--- src/rtl/apb_controller.sv ---
// apb_controller: APB master sequencer of an AHB-to-APB bridge.
// Turns decoded AHB transfers into APB SETUP/ENABLE phases. It handles single
// reads, single writes and back-to-back pipelined writes, and pulls Hreadyout
// low while a setup phase is being issued.
//
// Optional feature (compile-time macro APB_IDLE_CLEAR_EN):
//   defined     - a quiet bus cycle also clears Paddr, Pwdata and Pwrite
//   not defined - Paddr, Pwdata and Pwrite keep their last values while quiet
//
// state    | meaning
// ---------+-----------------------------------------------------------------
// IDLE     | no APB activity, AHB not stalled
// READ     | read SETUP phase on APB (Pselx up, Penable low)
// RENABLE  | read ENABLE phase on APB
// WWAIT    | write seen on AHB, waiting one cycle for its data phase
// WRITE    | write SETUP phase, no further transfer pending
// WRITEP   | write SETUP phase, another transfer already pending
// WENABLE  | write ENABLE phase, no further transfer pending
// WENABLEP | write ENABLE phase, pipelined transfer pending
module apb_controller #(
   parameter int ADDR_W = 32,
   parameter int DATA_W = 32,
   parameter int SEL_W  = 3
) (
   input  logic              Hclk,
   input  logic              Hresetn,
   input  logic              valid,
   input  logic              Hwrite,
   input  logic              Hwritereg,
   input  logic [ADDR_W-1:0] Haddr,
   input  logic [ADDR_W-1:0] Haddr1,
   input  logic [ADDR_W-1:0] Haddr2,
   input  logic [DATA_W-1:0] Hwdata,
   input  logic [DATA_W-1:0] Hwdata1,
   input  logic [DATA_W-1:0] Hwdata2,
   input  logic [DATA_W-1:0] Prdata,
   input  logic [SEL_W-1:0]  tempselx,
   output logic              Pwrite,
   output logic              Penable,
   output logic [SEL_W-1:0]  Pselx,
   output logic [ADDR_W-1:0] Paddr,
   output logic [DATA_W-1:0] Pwdata,
   output logic              Hreadyout
);

   typedef enum logic [2:0] {
      ST_IDLE     = 3'd0,
      ST_READ     = 3'd1,
      ST_RENABLE  = 3'd2,
      ST_WWAIT    = 3'd3,
      ST_WRITE    = 3'd4,
      ST_WRITEP   = 3'd5,
      ST_WENABLE  = 3'd6,
      ST_WENABLEP = 3'd7
   } state_t;

   state_t present_state;
   state_t next_state;

   // Hwdata2 is carried by the bridge datapath only; read data returns to AHB
   // outside this block. Both are folded here so they are visibly consumed.
   logic unused_ok;
   assign unused_ok = ^{Hwdata2, Prdata};

   // Next-state selection from the current phase and the AHB-side qualifiers.
   always_comb begin
      next_state = present_state;
      case (present_state)
         ST_IDLE, ST_RENABLE, ST_WENABLE: begin
            if (!valid)
               next_state = ST_IDLE;
            else if (Hwrite)
               next_state = ST_WWAIT;
            else
               next_state = ST_READ;
         end
         ST_READ:   next_state = ST_RENABLE;
         ST_WWAIT:  next_state = valid ? ST_WRITEP : ST_WRITE;
         ST_WRITE:  next_state = valid ? ST_WENABLEP : ST_WENABLE;
         ST_WRITEP: next_state = ST_WENABLEP;
         ST_WENABLEP: begin
            if (!Hwritereg)
               next_state = ST_READ;
            else if (valid)
               next_state = ST_WRITEP;
            else
               next_state = ST_WRITE;
         end
         default:   next_state = ST_IDLE;
      endcase
   end

   // State register plus registered APB outputs. The outputs are decided from
   // the present state, so they line up with the state they describe.
   always_ff @(posedge Hclk or negedge Hresetn) begin
      if (!Hresetn) begin
         present_state <= ST_IDLE;
         Paddr         <= '0;
         Pwdata        <= '0;
         Pwrite        <= 1'b0;
         Pselx         <= '0;
         Penable       <= 1'b0;
         Hreadyout     <= 1'b1;
      end else begin
         present_state <= next_state;
         case (present_state)
            ST_IDLE, ST_RENABLE, ST_WENABLE: begin
               if (valid && !Hwrite) begin
                  Paddr     <= Haddr;
                  Pwrite    <= 1'b0;
                  Pselx     <= tempselx;
                  Penable   <= 1'b0;
                  Hreadyout <= 1'b0;
               end else begin
                  Pselx     <= '0;
                  Penable   <= 1'b0;
                  Hreadyout <= 1'b1;
`ifdef APB_IDLE_CLEAR_EN
                  Paddr     <= '0;
                  Pwdata    <= '0;
                  Pwrite    <= 1'b0;
`endif
               end
            end
            ST_READ, ST_WRITE, ST_WRITEP: begin
               Penable   <= 1'b1;
               Hreadyout <= 1'b1;
            end
            ST_WWAIT: begin
               // address phase was one cycle earlier, data is on the bus now
               Paddr     <= Haddr1;
               Pwdata    <= Hwdata;
               Pwrite    <= 1'b1;
               Pselx     <= tempselx;
               Penable   <= 1'b0;
               Hreadyout <= 1'b0;
            end
            ST_WENABLEP: begin
               if (Hwritereg) begin
                  // pipelined write: address two stages back, data one stage back
                  Paddr     <= Haddr2;
                  Pwdata    <= Hwdata1;
                  Pwrite    <= 1'b1;
                  Pselx     <= tempselx;
                  Penable   <= 1'b0;
                  Hreadyout <= 1'b0;
               end else begin
                  Paddr     <= Haddr;
                  Pwrite    <= 1'b0;
                  Pselx     <= tempselx;
                  Penable   <= 1'b0;
                  Hreadyout <= 1'b0;
               end
            end
            default: begin
               Pselx     <= '0;
               Penable   <= 1'b0;
               Hreadyout <= 1'b1;
            end
         endcase
      end
   end

endmodule

--- config.mk ---
export PLATFORM = sky130hd
export DESIGN_NAME = apb_controller
export DESIGN_NICKNAME = d
export VERILOG_FILES = /design/src/rtl/apb_controller.sv
export SDC_FILE = /design/constraint.sdc
export NUM_CORES = 1
export LEC_CHECK = 0
export ABC_AREA = 0
export CAP_MARGIN = 20
export CORE_AREA = 2 2 124 126
export DETAILED_ROUTE_END_ITERATION = 16
export DIE_AREA = 0 0 126 128
export PLACE_DENSITY_LB_ADDON = 0.12
export SLEW_MARGIN = 10
export SYNTH_ARGS = -nofsm -noshare
export SYNTH_HDL_FRONTEND = slang
export SYNTH_SLANG_ARGS = --single-unit
--- constraint.sdc ---
create_clock -name Hclk -period 1.6 [get_ports Hclk]
set_clock_uncertainty 0.05 [all_clocks]
set_input_delay 0.32 -clock Hclk [delete_from_list [all_inputs] [get_ports Hclk]]
set_output_delay 0.32 -clock Hclk [all_outputs]
set_load 0.02 [all_outputs]
After elaboration in Yosys (flattened, before gate mapping)
Cells that the tools add are included.
Operators by class
  equality and inequality tests: 9
  muxes and demuxes: 19
  reduce and logical (&&, ||, !) cells: 12
Operator list (count)
  32-bit two-way mux: 3
  32-bit one-hot mux with 3 select lines: 1
  32-bit one-hot mux with 2 select lines: 1
  3-bit one-hot mux with 6 select lines: 1
  3-bit equality test, second input constant: 4
  3-bit by 2-bit equality test with 1-bit output, second input constant: 2
  3-bit two-way mux: 2
  1-bit one-hot mux with 3 select lines: 2
  3-bit one-hot mux with 2 select lines: 1
  3-bit OR reduction: 2
  1-bit two-way mux: 5
  5-bit OR reduction: 1
  2-bit two-way mux: 2
  2-bit != test, second input constant: 2
  2-bit AND reduction: 2
  2-bit nonzero test: 2
  3-bit by 1-bit equality test with 1-bit output, second input constant: 1
  3-bit zero test: 1
  3-bit nonzero test: 1
  1-bit one-hot mux with 2 select lines: 1
  2-bit OR reduction: 1
  1-bit logical AND: 1
  1-bit zero test: 1
Storage, ports and cells
  register bits after elaboration: 73
  output and inout bits: 70
  word-level logic and storage cells: 47

Depth between registers and ports, before layout
  word-level depth: 4
  depth in mapped cells: 7
  depth with buffers taken out: 4

Worst setup path before layout
Ideal clock, no wire load.
  path kind: reg-to-reg
  start: register present_state[2]
  end: register Paddr[10]
  data arrival time: 1484 ps
  data required time: 1425 ps
  slack: -59 ps
  stages on the path, launching flop included: 7
  buffers on the path: 3
  period minus slack after synthesis: 1659 ps
  path through: dfrtp_1 buf_2 o21bai_4 o21a_1 buf_2 buf_4 mux2_2
On the way
  longest elaborated chain between the ends: 4
  elaborated cells on any way between the ends: 10
Ends and longest elaborated chain
  start: declaration: line 57  | state_t present_state;
  start signal: assignment: line 105  | present_state <= next_state;
  3-bit by 2-bit equality test with 1-bit output (tied with other cells): line 106  | case (present_state)
  3-bit OR reduction: line 106
  2-bit != test (no line) / 3-bit nonzero test (equally long branches)
  2-bit AND reduction (no line)
  end signal: assignment: line 109  | Paddr <= Haddr;
  end signal: assignment: line 131  | Paddr <= Haddr1;
  end signal: assignment: line 141  | Paddr <= Haddr2;
  end: declaration: line 41  | output logic [ADDR_W-1:0] Paddr,
Several ways; a longest one is shown, not always the timed one.
A chain may end at the register's enable or synchronous reset.

Worst setup path after layout
  start: register present_state[0]
  end: register Pwdata[1]
On the way
  longest elaborated chain between the ends: 3
  elaborated cells on any way between the ends: 6
Ends and longest elaborated chain
  3-bit equality test / 3-bit by 2-bit equality test with 1-bit output (equally long branches): line 106
  2-bit != test (no line) / 2-bit nonzero test (equally long branches)
  2-bit AND reduction (no line)
  end signal: assignment: line 132  | Pwdata <= Hwdata;
  end signal: assignment: line 142  | Pwdata <= Hwdata1;
  end: declaration: line 42  | output logic [DATA_W-1:0] Pwdata,
Several ways; a longest one is shown, not always the timed one.

==> run metrics <==
CTS HTree Levels=3; worst path arrival time=1.79 ns; Critical R2R Capture=Pwdata[1]; actual slew at the worst max-slew pin=0.405 ns; critical path cell sequence=and3_4, buf_12, mux2_2, mux2_2; most area-hungry cell type in the Yosys netlist=dfrtp_1; area fraction in compound gates after synthesis=13.1%; multiplexer area fraction after synthesis=35.7%; DR DRC count=0; most used cell, CP=mux2_2; RR Startpoint=present_state[0]; Synth area leaders=dfrtp_1 (41%), mux2_4 (19%), mux2_2 (9.3%); synth warn=0; full die area=16100 um^2; Final Cell Area=7860 um^2; TritonCTS Buffers=9; number of antenna diodes=0; Synth Area in XOR/XNOR=0%; register bit count reported by yosys=73; area of the mapped netlist=4360 um^2; Worst-path clk slew=0.06 ns; Worst setup endpoint=Pwdata[1]; Final Critical Period=1.62 ns; CP Class=reg2reg; RSZ-0062 raised after global routing=true; Initial Util=29.3%; Util after Layout=52.9%; cell count after synthesis=354; Die Width=126 um; first-pass GRT wire length=22.2 mm; CTS Root Cell=clkbuf_16; area share of the largest cell type after synthesis=41.3%; post-place instance area=7080 um^2; Nets=848; peak supply drop=0.000610 V; Worst slew margin=73.0%; layout cell share with drive strength beyond 1=30.1%; Critical Path Fanout Max=13; Worst Hold Class=reg2reg; Synth Area in Simple Gates=4.07%; final worst slack=-0.0196 ns; core box area=14900 um^2; post-synthesis sequential area ratio=41.9%; Layout area overhead=80.3%; Avg Inst Size Synth=12.3 um^2; routed vias=3939; Synth Area in Adders=0%; most frequent cells in the layout=clkdlybuf4s50_1 (165), mux2_4 (79), dfrtp_1 (71); Bufs and invs on worst path=1; Setup crit end kind=flip-flop; cell depth of the worst setup path=4; pin count of the biggest net entering global routing=74; fmax=0.617 GHz; Antenna Nets Post-Route=0; Post-Route WL=14.7 mm; via/cell ratio=4.87; syn_nets=586; Reg2Reg Setup Slack=-0.02 ns; grt ovf=0; number of global-route vias before repair=4266; post-DP HPWL=10.4 mm; post-synth cell types=29; Clock Sinks=73; CTS tree=yes; DRT iter0 DRCs=146; TritonRoute pass-1 iters=4; Fin. Hold Viols=0; Power Density=1740 nW/um^2; status=complete, but fails checks; clk buf depth=2; top cell family by delay on the critical path=multiplexers; startpoint type of the worst setup path=flip-flop; Crit-path slowest cell=dfrtp_1; Max stage delay on crit path=0.39 ns; Setup Viol. Count Final=11; die height=128 um; largest family of logic cells by synthesized area=multiplexers; failing checks=setup timing; wire per inst=18.1 um; Leak=0.00351 uW; Max Cap Violations=0; commonest non-fill, non-tap cell in the layout=clkdlybuf4s50_1; CP Data Required Time=1.77 ns; Tcrit/Tclk final=101%; gpl congestion=0.779; Boundary Pins=302; IO Port Bufs=237; Clk Latency, worst-skew pair=0.33 ns; final count of pins violating max slew=0; Tot GR Track Use=17.7%; Critical Path Source=present_state[0]; worst reg2reg path depth=4; Cell Rows=45; initial antenna violation count=0
## worst min path at each step
stage | cells after the start | startpoint | slack, ns | endpoint
4_1_cts | 1 | Pwrite | 0.43 | Pwrite
3_5_place_dp | 2 | Hresetn | 0.32 | Paddr[17]
5_1_grt | 1 | Pwrite | 0.46 | Pwrite
6_report | 1 | Pwrite | 0.42 | Pwrite
3_3_place_gp | 2 | Hresetn | 0.32 | Paddr[18]
2_1_floorplan | 0 | Hresetn | -0.03 | Paddr[0]
## stage by stage
step                setup TNS [ns]  cells  setup WS, ns  hold WS (ns)  power (uW)
finish                     -0.0530    809       -0.0196         0.421       13700
global route                 -1.88    809       -0.0773         0.459       14500
CTS                         -0.566    803       -0.0425         0.428       13100
detailed placement          -13.96    776        -0.379         0.321       11200
global placement            -12.25    776        -0.325         0.318       11000
floorplan                   -0.472    354       -0.0183       -0.0256        7820
## cell usage after synthesis (all sizes together)
| library cell | instances |
|---|---|
| o21a | 1 |
| o221ai | 1 |
| mux2 | 90 |
| o21ai | 1 |
| a22o | 3 |
| nor2 | 29 |
| dfrtp | 72 |
| a21o | 5 |
| mux2i | 34 |
| and2 | 1 |
| and3 | 1 |
| o21bai | 1 |
| a21oi | 32 |
| clkbuf | 10 |
| a211oi | 1 |
| buf | 24 |
| a32o | 4 |
| nor4bb | 3 |
| nor2b | 1 |
| a221oi | 28 |
| inv | 6 |
| dfstp | 1 |
| o22a | 1 |
| nand2 | 4 |
## layout make-up
cell class,count,area [um^2]
repair buffers,285,2890
clock buffers,14,284
well taps,188,235
multi-input cells,241,2590
fillers,1347,7000
flip-flops and latches,73,1830
inverters,6,22.5
clock inverters,2,10.0
## logic make-up after synthesis
family,Yosys count
AOI/OAI and AO/OA,78
and+or+nand+nor,39
muxes,124
DFF,73
buffers and inverters,40
## worst reg2reg max path, cell delays in order (launching register included)
cell and delay (ns):
dfrtp_1 0.39, and3_4 0.28, buf_12 0.18, mux2_2 0.35
mux2_2 0.26
## routing by layer
| layer | share of wire, % | track usage, % | vias up |
|---|---|---|---|
| met5 | 0 | 0 | - |
| met4 | 1.9 | 6.66 | 0 |
| met3 | 6.8 | 5.13 | 18 |
| met2 | 49 | 30.5 | 149 |
| met1 | 42 | 20.8 | 1927 |
| li1 | - | - | 1845 |
## sequential cells by signal (all words and copies together) (netlist names)
name,flops
Paddr,32
Pwdata,32
Pselx,3
present_state,3
Hreadyout,1
Penable,1
Pwrite,1
## power by group
part	internal, uW	total [uW]	leakage [uW]	switching (uW)
Combinational	4460	8450	0.00252	3990
Clock	1210	1950	0.000149	738
Sequential	2820	3290	0.000849	463
Total	8490	13700	0.00351	5190
## repair_timing
action | 4_1_cts | 5_1_grt
hold buffers | 1 | 0
endpoints found under the hold margin | 72 | 0
setup buffers | 6 | 5
resized for setup | 96 | 51
setup endpoints to repair | 132 | 62
gates cloned | 4 | 3
pin swaps | 0 | 2
Note: power is estimated with default switching activity, not from simulation.
